<file path="config.mk">
export PLATFORM = sky130hd
export DESIGN_NAME = sand_drop_sequencer
export DESIGN_NICKNAME = d
export VERILOG_FILES = /design/src/rtl/sand_drop_sequencer.sv
export SDC_FILE = /design/constraint.sdc
export NUM_CORES = 1
export LEC_CHECK = 0
export ABC_AREA = 0
export BUFFER_PORTS_ARGS = -buffer_cell sky130_fd_sc_hd__buf_2
export CAP_MARGIN = 20
export CORE_MARGIN = 1
export CORE_UTILIZATION = 25
export DETAILED_ROUTE_END_ITERATION = 10
export MAX_ROUTING_LAYER = met4
export PLACE_DENSITY = 0.41
export SYNTH_ARGS = -nofsm -noshare
export SYNTH_HDL_FRONTEND = slang
export SYNTH_SLANG_ARGS = --single-unit
</file>
<file path="constraint.sdc">
create_clock -name clk -period 6.1 [get_ports clk]
set_clock_uncertainty 0.2 [all_clocks]
set_input_delay 0.305 -clock clk [delete_from_list [all_inputs] [get_ports clk]]
set_output_delay 0.305 -clock clk [all_outputs]
set_load 0.005 [all_outputs]
</file>
<file path="src/rtl/sand_drop_sequencer.sv">
`default_nettype none
// ============================================================================
// Module      : sand_drop_sequencer
// Description : Write-side driver for the sand array's frame/drop input.
//               Divides VGA vsync pulses down to array frame triggers, keeps
//               a small FIFO of host drop requests, and starts exactly one
//               array frame per trigger. It then waits for frame_done_i, or
//               for a timeout, before it starts the next frame.
//
//   Ports
//     clk, rst        clock (rising edge), synchronous active-high reset
//     vsync_i         one-cycle pulse at each VGA frame start
//     frame_done_i    array finished current frame (level or pulse)
//     resolution_i    active grid edge, 1..MAX_SIZE (0 is treated as 1)
//     auto_en_i       drop automatically when the FIFO is empty
//     req_valid_i     host drop request valid
//     req_ready_o     FIFO not full (from the registered count)
//     req_x_i/req_y_i host drop coordinates
//     new_frame_o     one-cycle frame start pulse
//     drop_o          drop valid, only together with new_frame_o
//     drop_x_o/y_o    drop coordinates, clamped below the resolution
//     busy_o          frame in progress (START or WAIT_DONE)
//     timeout_o       sticky flag: the array failed to report done in time
//     drop_count_o    number of drops issued, wraps at 16 bits
//
//   Build option
//     SAND_DROP_LFSR_EN : the auto source takes pseudo-random coordinates
//                         from a 16-bit LFSR instead of the grid centre.
//
// Revision    : 1.0  initial release
// ============================================================================
module sand_drop_sequencer #(
  parameter int MAX_SIZE     = 32,
  parameter int COORD_W      = 9,
  parameter int FRAME_DIV    = 4,
  parameter int FIFO_DEPTH   = 4,
  parameter int DONE_TIMEOUT = 4096
) (
  input  logic               clk,
  input  logic               rst,
  input  logic               vsync_i,
  input  logic               frame_done_i,
  input  logic [COORD_W-1:0] resolution_i,
  input  logic               auto_en_i,
  input  logic               req_valid_i,
  output logic               req_ready_o,
  input  logic [COORD_W-1:0] req_x_i,
  input  logic [COORD_W-1:0] req_y_i,
  output logic               new_frame_o,
  output logic               drop_o,
  output logic [COORD_W-1:0] drop_x_o,
  output logic [COORD_W-1:0] drop_y_o,
  output logic               busy_o,
  output logic               timeout_o,
  output logic [15:0]        drop_count_o
);

  // --------------------------------------------------------------------------
  // Constants
  // --------------------------------------------------------------------------
  localparam int c_ptr_w = (FIFO_DEPTH > 1) ? $clog2(FIFO_DEPTH) : 1;
  localparam int c_cnt_w = c_ptr_w + 1;
  localparam int c_div_w = (FRAME_DIV > 1) ? $clog2(FRAME_DIV) : 1;
  localparam int c_tmr_w = $clog2(DONE_TIMEOUT + 1);

  localparam logic [COORD_W-1:0] c_max_size  = COORD_W'(MAX_SIZE);
  localparam logic [COORD_W-1:0] c_one       = COORD_W'(1);
  localparam logic [c_cnt_w-1:0] c_depth     = c_cnt_w'(FIFO_DEPTH);
  localparam logic [c_div_w-1:0] c_div_last  = c_div_w'(FRAME_DIV - 1);
  localparam logic [c_tmr_w-1:0] c_tmr_last  = c_tmr_w'(DONE_TIMEOUT - 1);

  localparam logic [1:0] c_st_idle  = 2'd0;
  localparam logic [1:0] c_st_start = 2'd1;
  localparam logic [1:0] c_st_wait  = 2'd2;

  // --------------------------------------------------------------------------
  // Registers
  // --------------------------------------------------------------------------
  logic [1:0]          r_state;
  logic [c_div_w-1:0]  r_div;
  logic                r_trig_pend;
  logic [c_tmr_w-1:0]  r_timer;

  logic [COORD_W-1:0]  r_fifo_x [FIFO_DEPTH];
  logic [COORD_W-1:0]  r_fifo_y [FIFO_DEPTH];
  logic [c_ptr_w-1:0]  r_wr_ptr;
  logic [c_ptr_w-1:0]  r_rd_ptr;
  logic [c_cnt_w-1:0]  r_count;

  logic                r_new_frame;
  logic                r_drop;
  logic [COORD_W-1:0]  r_drop_x;
  logic [COORD_W-1:0]  r_drop_y;
  logic                r_timeout;
  logic [15:0]         r_drop_count;

  // --------------------------------------------------------------------------
  // Combinational helpers
  // --------------------------------------------------------------------------
  logic [COORD_W-1:0]  w_res_eff;
  logic [COORD_W-1:0]  w_res_m1;
  logic                w_fifo_empty;
  logic                w_fifo_full;
  logic                w_push;
  logic                w_start;
  logic                w_pop;
  logic                w_div_tick;
  logic [COORD_W-1:0]  w_head_x;
  logic [COORD_W-1:0]  w_head_y;
  logic [COORD_W-1:0]  w_auto_x;
  logic [COORD_W-1:0]  w_auto_y;

  // Limit any coordinate to lim (= effective resolution - 1).
  function automatic logic [COORD_W-1:0] f_clamp(
    input logic [COORD_W-1:0] coord,
    input logic [COORD_W-1:0] lim
  );
    return (coord > lim) ? lim : coord;
  endfunction

  // A resolution of 0 would give an empty grid, so it is treated as 1. A
  // resolution above MAX_SIZE is limited to MAX_SIZE so that drops never
  // land outside the physical array.
  always_comb begin
    w_res_eff = resolution_i;
    if (resolution_i == '0) begin
      w_res_eff = c_one;
    end else if (resolution_i > c_max_size) begin
      w_res_eff = c_max_size;
    end
  end

  assign w_res_m1     = w_res_eff - c_one;

  assign w_fifo_empty = (r_count == '0);
  assign w_fifo_full  = (r_count == c_depth);

  // Ready comes from the registered count alone, so a full FIFO refuses a
  // push even on the cycle in which an entry is popped.
  assign req_ready_o  = ~w_fifo_full;
  assign w_push       = req_valid_i & ~w_fifo_full;

  // The frame source is selected as IDLE hands over to START, so the drop
  // registers are valid for exactly the START cycle.
  assign w_start      = (r_state == c_st_idle) & r_trig_pend;
  assign w_pop        = w_start & ~w_fifo_empty;

  assign w_div_tick   = vsync_i & (r_div == c_div_last);

  assign w_head_x     = r_fifo_x[r_rd_ptr];
  assign w_head_y     = r_fifo_y[r_rd_ptr];

`ifdef SAND_DROP_LFSR_EN
  // --------------------------------------------------------------------------
  // Pseudo-random auto source
  // --------------------------------------------------------------------------
  logic [15:0]        r_lfsr;
  logic               w_lfsr_fb;
  logic [COORD_W-1:0] w_rnd_x;
  logic [COORD_W-1:0] w_rnd_y;

  // A raw value up to twice the resolution wraps once; anything larger is
  // clamped to the last column/row.
  function automatic logic [COORD_W-1:0] f_fold(
    input logic [COORD_W-1:0] coord,
    input logic [COORD_W-1:0] res,
    input logic [COORD_W-1:0] lim
  );
    logic [COORD_W-1:0] v;
    v = (coord >= res) ? (coord - res) : coord;
    return f_clamp(v, lim);
  endfunction

  // Fibonacci taps 16,14,13,11.
  assign w_lfsr_fb = r_lfsr[15] ^ r_lfsr[13] ^ r_lfsr[12] ^ r_lfsr[10];

  always_ff @(posedge clk) begin
    if (rst) begin
      r_lfsr <= 16'hACE1;
    end else begin
      r_lfsr <= {r_lfsr[14:0], w_lfsr_fb};
    end
  end

  assign w_rnd_x  = r_lfsr[COORD_W-1:0];
  assign w_rnd_y  = r_lfsr[15:16-COORD_W];
  assign w_auto_x = f_fold(w_rnd_x, w_res_eff, w_res_m1);
  assign w_auto_y = f_fold(w_rnd_y, w_res_eff, w_res_m1);
`else
  // The grid centre is always inside the grid, because res >> 1 < res.
  assign w_auto_x = w_res_eff >> 1;
  assign w_auto_y = w_res_eff >> 1;
`endif

  // --------------------------------------------------------------------------
  // FIFO storage. It needs no reset: the pointers and the count alone decide
  // which entries are valid.
  // --------------------------------------------------------------------------
  always_ff @(posedge clk) begin
    if (w_push) begin
      r_fifo_x[r_wr_ptr] <= req_x_i;
      r_fifo_y[r_wr_ptr] <= req_y_i;
    end
  end

  // --------------------------------------------------------------------------
  // FIFO pointers and occupancy
  // --------------------------------------------------------------------------
  always_ff @(posedge clk) begin
    if (rst) begin
      r_wr_ptr <= '0;
      r_rd_ptr <= '0;
      r_count  <= '0;
    end else begin
      if (w_push) begin
        r_wr_ptr <= r_wr_ptr + c_ptr_w'(1);
      end
      if (w_pop) begin
        r_rd_ptr <= r_rd_ptr + c_ptr_w'(1);
      end
      case ({w_push, w_pop})
        2'b10:   r_count <= r_count + c_cnt_w'(1);
        2'b01:   r_count <= r_count - c_cnt_w'(1);
        default: r_count <= r_count;
      endcase
    end
  end

  // --------------------------------------------------------------------------
  // vsync divider and single-entry trigger latch. The divider keeps counting
  // while a frame is busy. A second trigger that arrives while one is still
  // pending is absorbed, because the latch holds at most one.
  // --------------------------------------------------------------------------
  always_ff @(posedge clk) begin
    if (rst) begin
      r_div       <= '0;
      r_trig_pend <= 1'b0;
    end else begin
      if (vsync_i) begin
        r_div <= w_div_tick ? '0 : (r_div + c_div_w'(1));
      end
      // A trigger that is set on the same cycle the old one is consumed
      // becomes the new pending trigger.
      if (w_div_tick) begin
        r_trig_pend <= 1'b1;
      end else if (w_start) begin
        r_trig_pend <= 1'b0;
      end
    end
  end

  // --------------------------------------------------------------------------
  // Frame sequencing FSM and outputs
  // --------------------------------------------------------------------------
  always_ff @(posedge clk) begin
    if (rst) begin
      r_state      <= c_st_idle;
      r_timer      <= '0;
      r_new_frame  <= 1'b0;
      r_drop       <= 1'b0;
      r_drop_x     <= '0;
      r_drop_y     <= '0;
      r_timeout    <= 1'b0;
      r_drop_count <= '0;
    end else begin
      r_new_frame <= 1'b0;
      r_drop      <= 1'b0;

      if (r_drop) begin
        r_drop_count <= r_drop_count + 16'd1;
      end

      case (r_state)
        c_st_idle: begin
          if (r_trig_pend) begin
            r_state     <= c_st_start;
            r_new_frame <= 1'b1;
            // Queued host requests take priority over the auto source.
            // They are clamped now rather than at push time, so that a
            // resolution change in between is still honoured.
            if (!w_fifo_empty) begin
              r_drop   <= 1'b1;
              r_drop_x <= f_clamp(w_head_x, w_res_m1);
              r_drop_y <= f_clamp(w_head_y, w_res_m1);
            end else if (auto_en_i) begin
              r_drop   <= 1'b1;
              r_drop_x <= f_clamp(w_auto_x, w_res_m1);
              r_drop_y <= f_clamp(w_auto_y, w_res_m1);
            end
          end
        end

        c_st_start: begin
          r_state <= c_st_wait;
          r_timer <= '0;
        end

        c_st_wait: begin
          // WAIT_DONE lasts at most DONE_TIMEOUT cycles. If done arrives on
          // the last cycle it wins over the timeout.
          if (frame_done_i) begin
            r_state <= c_st_idle;
          end else if (r_timer == c_tmr_last) begin
            r_state   <= c_st_idle;
            r_timeout <= 1'b1;
          end else begin
            r_timer <= r_timer + c_tmr_w'(1);
          end
        end

        default: begin
          r_state <= c_st_idle;
        end
      endcase
    end
  end

  assign new_frame_o  = r_new_frame;
  assign drop_o       = r_drop;
  assign drop_x_o     = r_drop_x;
  assign drop_y_o     = r_drop_y;
  assign busy_o       = (r_state == c_st_start) | (r_state == c_st_wait);
  assign timeout_o    = r_timeout;
  assign drop_count_o = r_drop_count;

endmodule
`default_nettype wire

</file>
## Yosys cells after proc, flatten, opt, wreduce, memory -nomap -nowiden

Memories as Yosys holds them, arrays and structs flattened. A register that Yosys moved wholly into a read port is not among the register bits.
Index checks and enable logic that the tools add are counted.

- Register bits after elaboration: 62
- Memory bits (writable): 72
- Input port bits: 33
- Output and inout bits: 39
- Word-level logic and storage cells: 89
- Memories: 2

Memory list:

| memory | depth | width | read ports | clocked after Yosys merged registers in | write ports | line | RTL |
|---|---|---|---|---|---|---|---|
| r_fifo_x | 4 | 9 | 1 | 1 | 1 | 84 | `logic [COORD_W-1:0] r_fifo_x [FIFO_DEPTH];` |
| r_fifo_y | 4 | 9 | 1 | 1 | 1 | 85 | `logic [COORD_W-1:0] r_fifo_y [FIFO_DEPTH];` |

- Add/subtract/negate cells: 8
- Order comparisons: 4
- Eq/ne operators: 12
- Muxes and demuxes: 28
- Bitwise gates (word level): 10
- Reductions and logical operators: 12

Operator list:

| kind | count |
|---|---|
| $mux 9 | 8 |
| $mux 13 | 2 |
| $pmux 13 s2 | 1 |
| $gt 9x9->1 | 2 |
| $add 16x1->16 const B | 1 |
| $mux 2 | 8 |
| $add 13x1->13 const B | 1 |
| $eq 13x12->1 const B | 1 |
| $gt 8x9->1 | 1 |
| $gt 9x6->1 const B | 1 |
| $logic_not 9->1 | 1 |
| $reduce_and 3->1 | 3 |
| $sub 9x1->9 const B | 1 |
| $ne 2x2->1 const B | 4 |
| $mux 1 | 7 |
| $add 2x1->2 const B | 3 |
| $eq 2x2->1 const B | 3 |
| $pmux 2 s3 | 1 |
| $pmux 3 s2 | 1 |
| $reduce_bool 2->1 | 3 |
| $not 1->1 | 5 |
| $and 1x1->1 | 4 |
| $eq 2x1->1 const B | 2 |
| $add 3x1->3 const B | 1 |
| 9 further kinds | 9 |

## Depth between registers and ports, before layout

Gate-level depths: netlist of the first run.

- Depth in word-level cells: 8
- Mapped depth: 14
- Depth with buffers taken out: 13

## Worst setup path before layout of the first run

No wires, ideal clock.

- Path kind: input port to flip-flop
- From: input port resolution_i[3]
- To: register r_drop_x[3] (netlist: drop_x_o[3])
- Setup time: 120 ps
- Data arrival time: 3,493 ps
- Data required time: 5,780 ps
- Path slack: 2,287 ps
- Stages: 14
- Buffers on the path: 1
- Path through: clkbuf_1 -> nor4_1 -> o21ai_0 -> ha_1 -> nand2_1 -> a32oi_2 -> ha_1 -> and3_1 -> a221o_1 -> a21oi_1 -> nor2_1 -> mux2_2 -> o21ai_0 -> a211o_1

- Longest elaborated chain between the ends: 8
- Elaborated cells between the ends (all ways): 11
- Classes of those cells: add/sub: 1; order compare: 3; mux: 6; reduce/logical: 1

RTL lines:

| what | line | RTL |
|---|---|---|
| start, declared | 43 | `input logic [COORD_W-1:0] resolution_i,` |
| $gt 9x6->1 | 128 | `end else if (resolution_i > c_max_size) begin` |
| $mux 9 | 128 |  |
| $mux 9 * | 126 | `if (resolution_i == '0) begin` |
| $sub 9x1->9 | 133 | `assign w_res_m1 = w_res_eff - c_one;` |
| $gt 8x9->1 | 118 | `return (coord > lim) ? lim : coord;` |
| $mux 9 | 118 |  |
| $mux 9 | 285 | `end else if (auto_en_i) begin` |
| $mux 9 * | 281 | `if (!w_fifo_empty) begin` |
| end signal, assigned | 283 | `r_drop_x <= f_clamp(w_head_x, w_res_m1);` |
| end signal, assigned | 287 | `r_drop_x <= f_clamp(w_auto_x, w_res_m1);` |
| end, declared | 92 | `logic [COORD_W-1:0] r_drop_x;` |

Mark *: on every way between the ends. The rest lies on a longest branch, timed or not. The select of a mux whose other input is x is not followed.
A chain may end at the register's enable or synchronous reset.

## Worst setup path after layout of the first run

Same ends and word-level chain as after synthesis.

==> results of run 1 <==
## per-layer routing
layer	GRT usage, %	vias to the layer above	share of wire [%]
met5	-	-	0
met1	15.5	2156	48
met2	20.6	90	48
met3	2.74	19	3.1
met4	5.15	0	1.6
li1	-	2183	-
## registers in the layout, indices dropped and copies added (netlist names), named ones only
register / count
r_state: 2
new_frame_o: 1
r_trig_pend: 1
r_fifo_x: 36
r_rd_ptr: 2
r_timer: 13
r_div: 2
timeout_o: 1
drop_count_o: 16
r_wr_ptr: 2
drop_x_o: 9
drop_y_o: 9
drop_o: 1
r_fifo_y: 36
r_count: 3
## what timing repair did
item | 4_1_cts | 5_1_grt
hold buffers | 19 | 0
buffers inserted | 0 | 0
hold endpoints to repair | 75 | 0
setup endpoints to repair | 0 | 0
## synth_stat cells, drive strengths merged (6+ instances only)
cell type and number:
ha 28, mux2i 8, inv 15, o21ai 10, xnor2 11, edfxtp 72
nor2 81, and3 9, nor2b 6, a21oi 21, nor3 9, xor2 20
buf 9, dfxtp 64, mux4 18, clkbuf 11, nand3 14, and4 9
a211o 7, nand4 15, nand2b 8, nand2 39
## worst register-to-register path: stages (launching register included)
cell	delay [ns]
dfxtp_1	0.84
mux4_2	0.49
ha_1	0.31
nor2b_1	0.13
o211ai_1	0.18
a21oi_1	0.10
maj3_1	0.37
a32oi_2	0.60
nor2_1	0.11
a211o_1	0.28
## worst paths after layout
check        cells past startpoint            start  slack (ns)           to
min                              3        auto_en_i        0.03       drop_o
max reg2reg                      9        flip-flop        2.39  drop_y_o[2]
max                             14  resolution_i[3]        1.96  drop_x_o[3]
min reg2reg                      2      drop_y_o[7]        0.25  drop_y_o[7]
## cells by family after synthesis
group	after synthesis	synth area share, %
xor gates and xnor gates	31	4.31
AOI/OAI and AO/OA	62	7.11
muxes	27	8.07
other	2	0.119
buffers and inverters	35	2.46
and+or+nand+nor	214	17.1
adders and majority gates	31	6.20
DFF	136	54.7
## power by group through the flow
stage,Sequential (mW),Clock [mW],Combinational (mW)
floorplan,1.02,0,0.0902
global placement,1.02,0,0.142
detailed placement,1.02,0,0.145
CTS,1.00,1.07,0.155
global route,1.00,1.11,0.173
finish,1.00,1.04,0.154
## layout make-up
cell class	instances	share of cell area, %
flip-flops and latches	136	43.9
repair buffers	98	8.07
clock inverters	15	2.26
well taps	324	5.16
inverters	15	0.717
multi-input cells	369	34.5
clock buffers	17	5.42
==> summary.md, run 1 <==
| Metric | Value |
|---|---|
| Clock Tree Buf Depth | `2` |
| Core box area | `0.0245 mm^2` |
| Non-filler instance count after layout | `974` |
| Top cells by area, synth | `edfxtp_1 (34%), dfxtp_1 (20%), ha_1 (5.6%)` |
| RSZ-0062 raised after global routing | `no` |
| Ant diodes | `0` |
| Status | `complete, no violations` |
| Final setup viols | `0` |
| Worst hold slack | `0.0338 ns` |
| Largest net degree at the start of global routing | `53` |
| FFs w/ async S/R, synth | `0%` |
| Worst-margin pin slew | `1.06 ns` |
| Critical path required time | `6.27 ns` |
| Global route overflow | `0` |
| Int Pwr | `1.64 mW` |
| Final nets | `699` |
| Die extent in x | `161 um` |
| Placed instance count | `921` |
| Commonest non-fill, non-tap cell in the layout | `nor2_1` |
| I/O Pins | `72` |
| Most frequent cells in the layout | `nor2_1 (81), edfxtp_1 (72), buf_2 (71)` |
| Final period utilization | `67.8%` |
| Max_cap viols | `0` |
| Num Clock Sinks | `136` |
| Power density over cell area | `280 mW/mm^2` |
| Max_slew headroom | `29.1%` |
| Clk root buf | `clkbuf_16` |
| CTS tree | `yes` |
| H-tree levels | `4` |
| Number of synthesized flops with an enable pin | `72` |
| Sequential fraction of the synthesis area | `54.7%` |
| Tmin final | `4.14 ns` |
| Max Clock Freq | `242 MHz` |
| Post-route ant nets | `0` |
| Syn avg cell area | `11.7 um^2` |
| Number of cell rows | `57` |
| Post_cts resized | `0` |
| I/O Buffers | `71` |
| Critical path peak fanout | `8` |
| Final WS setup | `1.96 ns` |
| Area Growth Syn to Fin | `24.6%` |
| Hold crit path type | `in -> reg` |
| HPWL Detailed | `10.6 mm` |
| Yosys reg bits | `136` |
| Multi-input gate area in the final layout | `0.00271 mm^2` |
| Drc violations | `0` |
| Synthesized cell area | `0.00630 mm^2` |
| DIE AREA | `0.0258 mm^2` |
| Cell area after layout | `0.00785 mm^2` |
| Final wirelength | `15.2 mm` |
| Later-pin clock latency in the skew report | `0.43 ns` |
| Flop pwr share | `45.6%` |
| Arr. time, crit path | `4.31 ns` |
| Layout cells sized above 1 | `20.9%` |
| Switching Share | `25.5%` |
| Max VDD drop | `0.135 mV` |
| First-pass GRT wire length | `24.3 mm` |
| WP buf/inv | `1` |
| WS Path Type | `in -> reg` |
| Vias in the first global route | `4556` |
| CTS Buf Count | `17` |
| Critical-path top delay cell | `o21ai_0` |
| Critical path launch point type | `input pin` |
| Placed inst area | `0.00701 mm^2` |
| Max incr delay on CP | `0.66 ns` |
| Filler cells | `2506` |
| Final hold violation count | `0` |
| Leakage power | `2.98 nW` |
| Total Power | `2.20 mW` |
| Starting Density | `25.7%` |
| Delay-heaviest family, CP | `compound AO/OA/AOI/OAI gates` |
| First drt pass iteration count | `5` |
| Clock power share | `47.4%` |
| Layout Utilization | `32.0%` |
| Final Wtd Congestion | `0.763` |
| GRT Overall Usage | `12.8%` |
| Synth unique cells | `57` |
| Die height | `161 um` |
| WL per Instance | `15.6 um` |
| Initial antenna violation count | `0` |
| Cell Chain, Critical Path | `buf_2, nor4_1, o21ai_0, ha_1, nand2_1, a32oi_2, ha_1, and3_1, a221o_1, a21oi_1, nor2_1, mux2_2, o21ai_0, a211o_1` |
| Synth Warn # | `0` |
| Yosys top cell area share | `34.3%` |
| Dpl ws | `1.60 ns` |
| Worst-path clk slew | `0.07 ns` |
| Top FF cell, synth | `edfxtp_1` |
| Net Sw Power | `0.560 mW` |
| Dominant cell type by area after synthesis | `edfxtp_1` |
| Vias | `4448` |
| Comb pwr share | `7.0%` |
| Sum Neg Setup Slack | `0 ns` |
| Slew Limit Fails | `0` |
| Crit end category | `flip-flop` |
| Post-Synthesis Cells | `538` |
| DR vias/cell | `4.57` |
| Drt initial violations | `247` |
| Area occupied by registers | `0.00344 mm^2` |
Power figures use the tool's default switching activity.
==> run 2, diff against run 1 <==
--- a/config.mk
+++ b/config.mk
@@ -12,7 +12,7 @@
 export CORE_UTILIZATION = 25
 export DETAILED_ROUTE_END_ITERATION = 10
 export MAX_ROUTING_LAYER = met4
-export PLACE_DENSITY = 0.41
+export PLACE_DENSITY = 0.42
 export SYNTH_ARGS = -nofsm -noshare
 export SYNTH_HDL_FRONTEND = slang
 export SYNTH_SLANG_ARGS = --single-unit
==> constraint.sdc (replaced) <==
create_clock -name clk -period 3.38 [get_ports clk]
set_clock_uncertainty 0.2 [all_clocks]
set_input_delay 0.169 -clock clk [delete_from_list [all_inputs] [get_ports clk]]
set_output_delay 0.169 -clock clk [all_outputs]
set_load 0.005 [all_outputs]
==> run 2 against run 1 <==
  * Worst hold slack improved by 0.080 ns
  * Worst setup slack got worse by 1.7 ns
  * Power rose by 83%
  * Via count rose by 1.8%
  * Cell area rose by 3.1%
  * Count of clock-buffer cells in the layout did not move
  * Largest cell class unchanged
  * Final cell count rose by 2.9%
  * Critical path depth fell by 3
  * Sequential share of layout area fell by 1.3 points
==> summary.md, run 2 (synthesis results as in run 1) <==
| Metric | Value |
|---|---|
| Status | `complete, no violations` |
| Hold Path Origin | `resolution_i[0]` |
| Post-route ant nets | `0 (unchanged)` |
| Clk root buf | `clkbuf_16` |
| CTS tree | `yes` |
| Commonest non-fill, non-tap cell in the layout | `nor2_1` |
| Max incr delay on CP | `0.56 ns (-0.10 ns)` |
| Drc violations | `0 (unchanged)` |
| Vias | `4526 (+1.8%)` |
| Critical path required time | `3.49 ns (-2.78 ns)` |
| Slew Limit Fails | `0 (unchanged)` |
| FF-to-FF path depth | `11 (+2)` |
| Num Clock Sinks | `136 (unchanged)` |
| Final hold violation count | `0 (unchanged)` |
| Final period utilization | `93.2%` |
| I/O Pins | `72 (unchanged)` |
| Crit end category | `flip-flop` |
| HPWL Detailed | `10.6 mm (+0.49%)` |
| R2R setup slack | `0.23 ns (-2.16 ns)` |
| GRT Overall Usage | `12.5% (-0.24 points)` |
| Layout Utilization | `33.0% (+0.99 points)` |
| Final wirelength | `15.2 mm (-0.24%)` |
| Final Wtd Congestion | `0.805 (+5.5%)` |
| Worst-margin pin slew | `0.993 ns (-0.0703 ns)` |
| Largest net degree at the start of global routing | `53 (unchanged)` |
| Max_cap viols | `0 (unchanged)` |
| Worst Hold Depth | `5 (+2)` |
| Die height | `161 um (unchanged)` |
| Post_cts resized | `0 (unchanged)` |
| Hold crit path type | `in -> reg` |
| Die extent in x | `161 um (unchanged)` |
| Global route overflow | `0 (unchanged)` |
| Delay-heaviest family, CP | `compound AO/OA/AOI/OAI gates` |
| Worst-path clk slew | `0.06 ns (about the same)` |
| Tmin final | `3.15 ns` |
| Arr. time, crit path | `3.26 ns (-1.05 ns)` |
| DR vias/cell | `4.52 (-1.1%)` |
| RR Endpoint | `drop_x_o[2]` |
| WS Path Type | `reg -> reg` |
| First drt pass iteration count | `4 (-1)` |
| I/O Buffers | `71 (unchanged)` |
| Placed inst area | `0.00721 mm^2 (+2.8%)` |
| Final nets | `728 (+4.1%)` |
| Number of cell rows | `57 (unchanged)` |
| WP buf/inv | `2 (+1)` |
| Placed instance count | `940 (+2.1%)` |
| H-tree levels | `4 (unchanged)` |
| Worst hold slack | `0.114 ns (+0.0799 ns)` |
| DIE AREA | `0.0258 mm^2 (unchanged)` |
| Vias in the first global route | `4449 (-2.3%)` |
| Power density over cell area | `497 mW/mm^2 (+77%)` |
| Layout cells sized above 1 | `24.3% (+3.4 points)` |
| RSZ-0062 raised after global routing | `no` |
| Area Growth Syn to Fin | `28.5%` |
| Drt initial violations | `348 (+41%)` |
| Later-pin clock latency in the skew report | `0.42 ns (about the same)` |
| Worst hold endpoint | `drop_y_o[0]` |
| Cell Chain, Critical Path | `buf_12, mux4_2, ha_1, nor2b_1, o211ai_1, a21oi_1, maj3_1, a32oi_2, buf_4, nor2_1, a211o_1` |
| Critical-path top delay cell | `mux4_2` |
| Initial antenna violation count | `0 (unchanged)` |
| Cell area after layout | `0.00809 mm^2 (+3.1%)` |
| CTS Buf Count | `17 (unchanged)` |
| Leakage power | `3.12 nW (+4.7%)` |
| Max Clock Freq | `317 MHz` |
| Filler cells | `2500 (-0.24%)` |
| Critical path launch point type | `flip-flop` |
| Max_slew headroom | `33.8% (+4.7 points)` |
| Ant diodes | `0 (unchanged)` |
| Non-filler instance count after layout | `1002 (+2.9%)` |
| Most frequent cells in the layout | `nor2_1 (81), edfxtp_1 (72), buf_2 (71)` |
| WL per Instance | `15.1 um (-3.0%)` |
| Clock Tree Buf Depth | `2 (unchanged)` |
| Core box area | `0.0245 mm^2 (unchanged)` |
| First-pass GRT wire length | `24.2 mm (-0.43%)` |
| Critical path peak fanout | `13 (+5)` |
| Final setup viols | `0 (unchanged)` |
| Starting Density | `25.7% (unchanged)` |
| Max VDD drop | `0.244 mV (+81%)` |
## run 2: worst max-delay path by stage
stage | slack, ns | startpoint | endpoint | cells past startpoint
global placement | 0.06 | resolution_i[6] | drop_x_o[2] | 14
detailed placement | -0.01 | resolution_i[6] | drop_x_o[2] | 13
floorplan | 0.01 | resolution_i[6] | drop_x_o[3] | 14
CTS | 0.07 | flip-flop | drop_x_o[2] | 11
global route | 0.04 | flip-flop | drop_x_o[2] | 10
finish | 0.23 | flip-flop | drop_x_o[2] | 11
## run 2: timing repair
item | in CTS | in global routing
setup buffers | 0 | 9
hold endpoints to repair | 78 | 0
endpoints found under the setup margin | 0 | 7
hold buffers | 22 | 0
## run 2: metrics by stage
step                TNS [ns]  setup WS, ns  power (mW)
floorplan                  0        0.0122        2.01
global placement           0        0.0573        2.12
detailed placement   -0.0119       -0.0116        2.13
CTS                        0        0.0724        4.07
global route               0        0.0413        4.17
finish                     0         0.229        4.02
## run 2: layer usage
metal	vias up	GRT usage, %	share of wire [%]
met5	-	-	0
met4	0	4.63	0.69
met3	10	2.20	2.9
met2	71	19.1	46
met1	2218	16.6	50
li1	2227	-	-
## run 2: tightest hold or removal path, cell delays in order
cell,delay [ns]
buf_2,0.10
o21ai_2,0.08
buf_4,0.17
nand3_1,0.08
o211ai_1,0.08
## run 2: area by class of cell
type                    instances  area, um^2  share of cell area (%)
well taps                     324         405                    5.01
clock inverters                14         171                    2.12
repair buffers                127         843                    10.4
multi-input cells             369        2750                    33.9
inverters                      15        56.3                   0.696
clock buffers                  17         425                    5.26
flip-flops and latches        136        3440                    42.6
## run 2: power breakdown
part           leakage (nW)  switching (mW)  internal, mW  total (mW)
sequential             1.18          0.0162          1.79        1.81
clock                 0.283           0.750          1.16        1.91
combinational          1.66           0.175         0.124       0.299
total                  3.12           0.942          3.08        4.02
==> run 3, diff against run 2 <==
--- a/config.mk
+++ b/config.mk
@@ -12,7 +12,7 @@
 export CORE_UTILIZATION = 25
 export DETAILED_ROUTE_END_ITERATION = 10
 export MAX_ROUTING_LAYER = met4
-export PLACE_DENSITY = 0.42
+export PLACE_DENSITY = 0.41
 export SYNTH_ARGS = -nofsm -noshare
 export SYNTH_HDL_FRONTEND = slang
 export SYNTH_SLANG_ARGS = --single-unit
==> constraint.sdc (replaced) <==
create_clock -name clk -period 3 [get_ports clk]
set_clock_uncertainty 0.2 [all_clocks]
set_input_delay 0.15 -clock clk [delete_from_list [all_inputs] [get_ports clk]]
set_output_delay 0.15 -clock clk [all_outputs]
set_load 0.005 [all_outputs]
==> run 3 against run 2 <==
  * The run now ends with negative setup slack left
  * Sequential share of layout area is 2.0 points lower
  * First-iteration DRC count is 27% lower
  * Critical path depth stayed put
  * Register-to-register slack worse by 0.24 ns
  * Sequential cell count stayed put
  * Clock power is 4% higher
  * Power is 9.9% higher
  * Maximum frequency is 4.5% higher
  * Combinational power is 34% higher
  * Sequential power is 13% higher
  * Routed wire length is 3.5% higher
==> summary.md, run 3 (synthesis results as in run 1) <==
| Metric | Value |
|---|---|
| Status | `complete, but fails checks` |
| Failing checks | `negative setup slack` |
| Leakage power | `3.30 nW (+5.7%)` |
| Drt initial violations | `254 (-27%)` |
| Vias in the first global route | `4687 (+5.3%)` |
| I/O Pins | `72 (unchanged)` |
| Number of cell rows | `57 (unchanged)` |
| Core box area | `0.0245 mm^2 (unchanged)` |
| Final hold violation count | `0 (unchanged)` |
| CTS Buf Count | `17 (unchanged)` |
| Comb pwr share | `9.0% (+1.6 points)` |
| WS Path Type | `reg -> reg` |
| Final nets | `756 (+3.8%)` |
| Worst-margin pin slew | `0.998 ns (+0.00585 ns)` |
| Starting Density | `25.7% (unchanged)` |
| Total Power | `4.42 mW (+9.9%)` |
| R2R setup slack | `-0.01 ns (-0.24 ns)` |
| Drc violations | `0 (unchanged)` |
| Clock Tree Buf Depth | `2 (unchanged)` |
| Clock power share | `44.8% (-2.8 points)` |
| GRT Overall Usage | `13.2% (+0.68 points)` |
| WP buf/inv | `2 (unchanged)` |
| First-pass GRT wire length | `25.4 mm (+5.1%)` |
| CTS tree | `yes` |
| Flop pwr share | `46.1% (+1.1 points)` |
| Global route overflow | `0 (unchanged)` |
| WL per Instance | `15.2 um (+0.59%)` |
| Commonest non-fill, non-tap cell in the layout | `nor2_1` |
| Die extent in x | `161 um (unchanged)` |
| HPWL Detailed | `11.1 mm (+3.9%)` |
| Final Wtd Congestion | `0.794 (-1.4%)` |
| Critical path launch point type | `flip-flop` |
| Int Pwr | `3.29 mW (+6.9%)` |
| Net Sw Power | `1.13 mW (+20%)` |
| Final setup viols | `2 (+2)` |
| Delay-heaviest family, CP | `simple AND/OR/NAND/NOR gates` |
| Critical path required time | `3.16 ns (-0.33 ns)` |
| First drt pass iteration count | `4 (unchanged)` |
| Layout Utilization | `34.6% (+1.7 points)` |
| Hold crit path type | `in -> reg` |
| Clk root buf | `clkbuf_16` |
| H-tree levels | `4 (unchanged)` |
| I/O Buffers | `71 (unchanged)` |
| Critical-path top delay cell | `mux4_2` |
| Worst hold endpoint | `drop_y_o[0]` |
| Worst Hold Depth | `6 (+1)` |
| Most frequent cells in the layout | `nor2_1 (77), edfxtp_1 (72), buf_2 (71)` |
| Final period utilization | `100% (+7.3 points)` |
| Largest net degree at the start of global routing | `53 (unchanged)` |
| Power density over cell area | `520 mW/mm^2 (+4.6%)` |
| DIE AREA | `0.0258 mm^2 (unchanged)` |
| Max incr delay on CP | `0.55 ns (about the same)` |
| Cell area after layout | `0.00850 mm^2 (+5.0%)` |
| Tmin final | `3.01 ns (-0.136 ns)` |
| DR vias/cell | `4.50 (-0.43%)` |
| Num Clock Sinks | `136 (unchanged)` |
| Slew Limit Fails | `0 (unchanged)` |
| Switching Share | `25.5% (+2.1 points)` |
| Arr. time, crit path | `3.18 ns (-0.08 ns)` |
| Final WS setup | `-0.0142 ns (-0.244 ns)` |
| Final wirelength | `15.7 mm (+3.5%)` |
| RR Endpoint | `drop_x_o[4]` |
| Worst-path clk slew | `0.07 ns (about the same)` |
| Hold Path Origin | `resolution_i[0]` |
| Crit end category | `flip-flop` |
| Max Clock Freq | `332 MHz (+4.5%)` |
| Initial antenna violation count | `0 (unchanged)` |
| Max VDD drop | `0.257 mV (+5.6%)` |
| RSZ-0062 raised after global routing | `yes` |
| Critical path peak fanout | `6 (-7)` |
| FF-to-FF path depth | `11 (unchanged)` |
| Later-pin clock latency in the skew report | `0.43 ns (about the same)` |
| Post-route ant nets | `0 (unchanged)` |
| Placed inst area | `0.00747 mm^2 (+3.6%)` |
| Ant diodes | `0 (unchanged)` |
| Vias | `4637 (+2.5%)` |
| Max_slew headroom | `33.4% (-0.39 points)` |
| Die height | `161 um (unchanged)` |
| Area Growth Syn to Fin | `34.9%` |
| Cell Chain, Critical Path | `buf_12, mux4_2, ha_4, nor2b_4, o211ai_1, a21oi_1, maj3_2, a32oi_4, clkbuf_16, or4b_4, nand3_2` |
| Dpl ws | `-0.201 ns (-0.189 ns)` |
| Max_cap viols | `0 (unchanged)` |
| Layout cells sized above 1 | `31.1% (+6.8 points)` |
## run 3: cell count changes in the layout (fill, tap and decap cells not counted), sizes merged
| cell | change |
|---|---|
| inv | +3 |
| bufinv | -3 |
| clkbuf | +1 |
| buf | +27 |
| clkinvlp | -2 |
| clkinv | +3 |
## run 3: cell type report
| cell class | count | area (um^2) |
|---|---|---|
| Clock buffer | 17 | 425 |
| Clock inverter | 15 | 136 |
| Fill cell | 2507 | 16000 |
| Inverter | 15 | 56.3 |
| Multi-Input combinational cell | 369 | 2900 |
| Sequential cell | 136 | 3450 |
| Tap cell | 324 | 405 |
| Timing Repair Buffer | 155 | 1130 |
## run 3: layer usage
metal | part of all wire [%] | vias to the layer above | track usage (%)
met5 | 0 | - | -
met4 | 1.4 | 0 | 4.63
met2 | 47 | 56 | 20.8
met1 | 48 | 2264 | 16.6
li1 | - | 2296 | -
met3 | 2.6 | 21 | 2.94
## run 3: worst max-delay path by stage
| stage | startpoint | endpoint | slack, ns | depth (start not counted) |
|---|---|---|---|---|
| final | flip-flop | drop_x_o[4] | -0.01 | 11 |
| after CTS | flip-flop | drop_y_o[4] | -0.11 | 12 |
| after global routing | flip-flop | drop_x_o[4] | -0.12 | 11 |
| after floorplan | resolution_i[6] | drop_y_o[4] | -0.21 | 14 |
| after detailed placement | resolution_i[6] | drop_y_o[2] | -0.20 | 15 |
| after global placement | resolution_i[6] | drop_x_o[4] | -0.14 | 15 |
## run 3: power groups by stage
stage,Clock [mW],Sequential (mW),Combinational (mW)
3_3_place_gp,0,2.08,0.341
3_5_place_dp,0,2.08,0.347
4_1_cts,2.05,2.04,0.395
5_1_grt,2.12,2.04,0.445
6_report,1.98,2.04,0.400
2_1_floorplan,0,2.07,0.193
## run 3: stage by stage
stage	instances	hold slack (ns)	setup TNS, ns
floorplan	540	0.0489	-2.12
global placement	967	0.159	-1.62
detailed placement	967	0.166	-2.43
CTS	1029	0.158	-1.23
global route	1031	0.198	-1.31
finish	1031	0.184	-0.0223
## run 3: worst reg2reg max path, cell delays in order (launching register included)
cell,delay [ns]
dfxtp_4,0.37
buf_12,0.12
mux4_2,0.55
ha_4,0.30
nor2b_4,0.12
o211ai_1,0.08
a21oi_1,0.15
maj3_2,0.24
a32oi_4,0.07
clkbuf_16,0.20
or4b_4,0.48
nand3_2,0.07
## run 3: timing repair
item,CTS,global route
pin swaps,22,11
gates resized for setup,20,16
hold buffers,22,0
cloned,3,0
endpoints found under the setup margin,16,17
hold endpoints to repair,79,0
buffers inserted,5,3
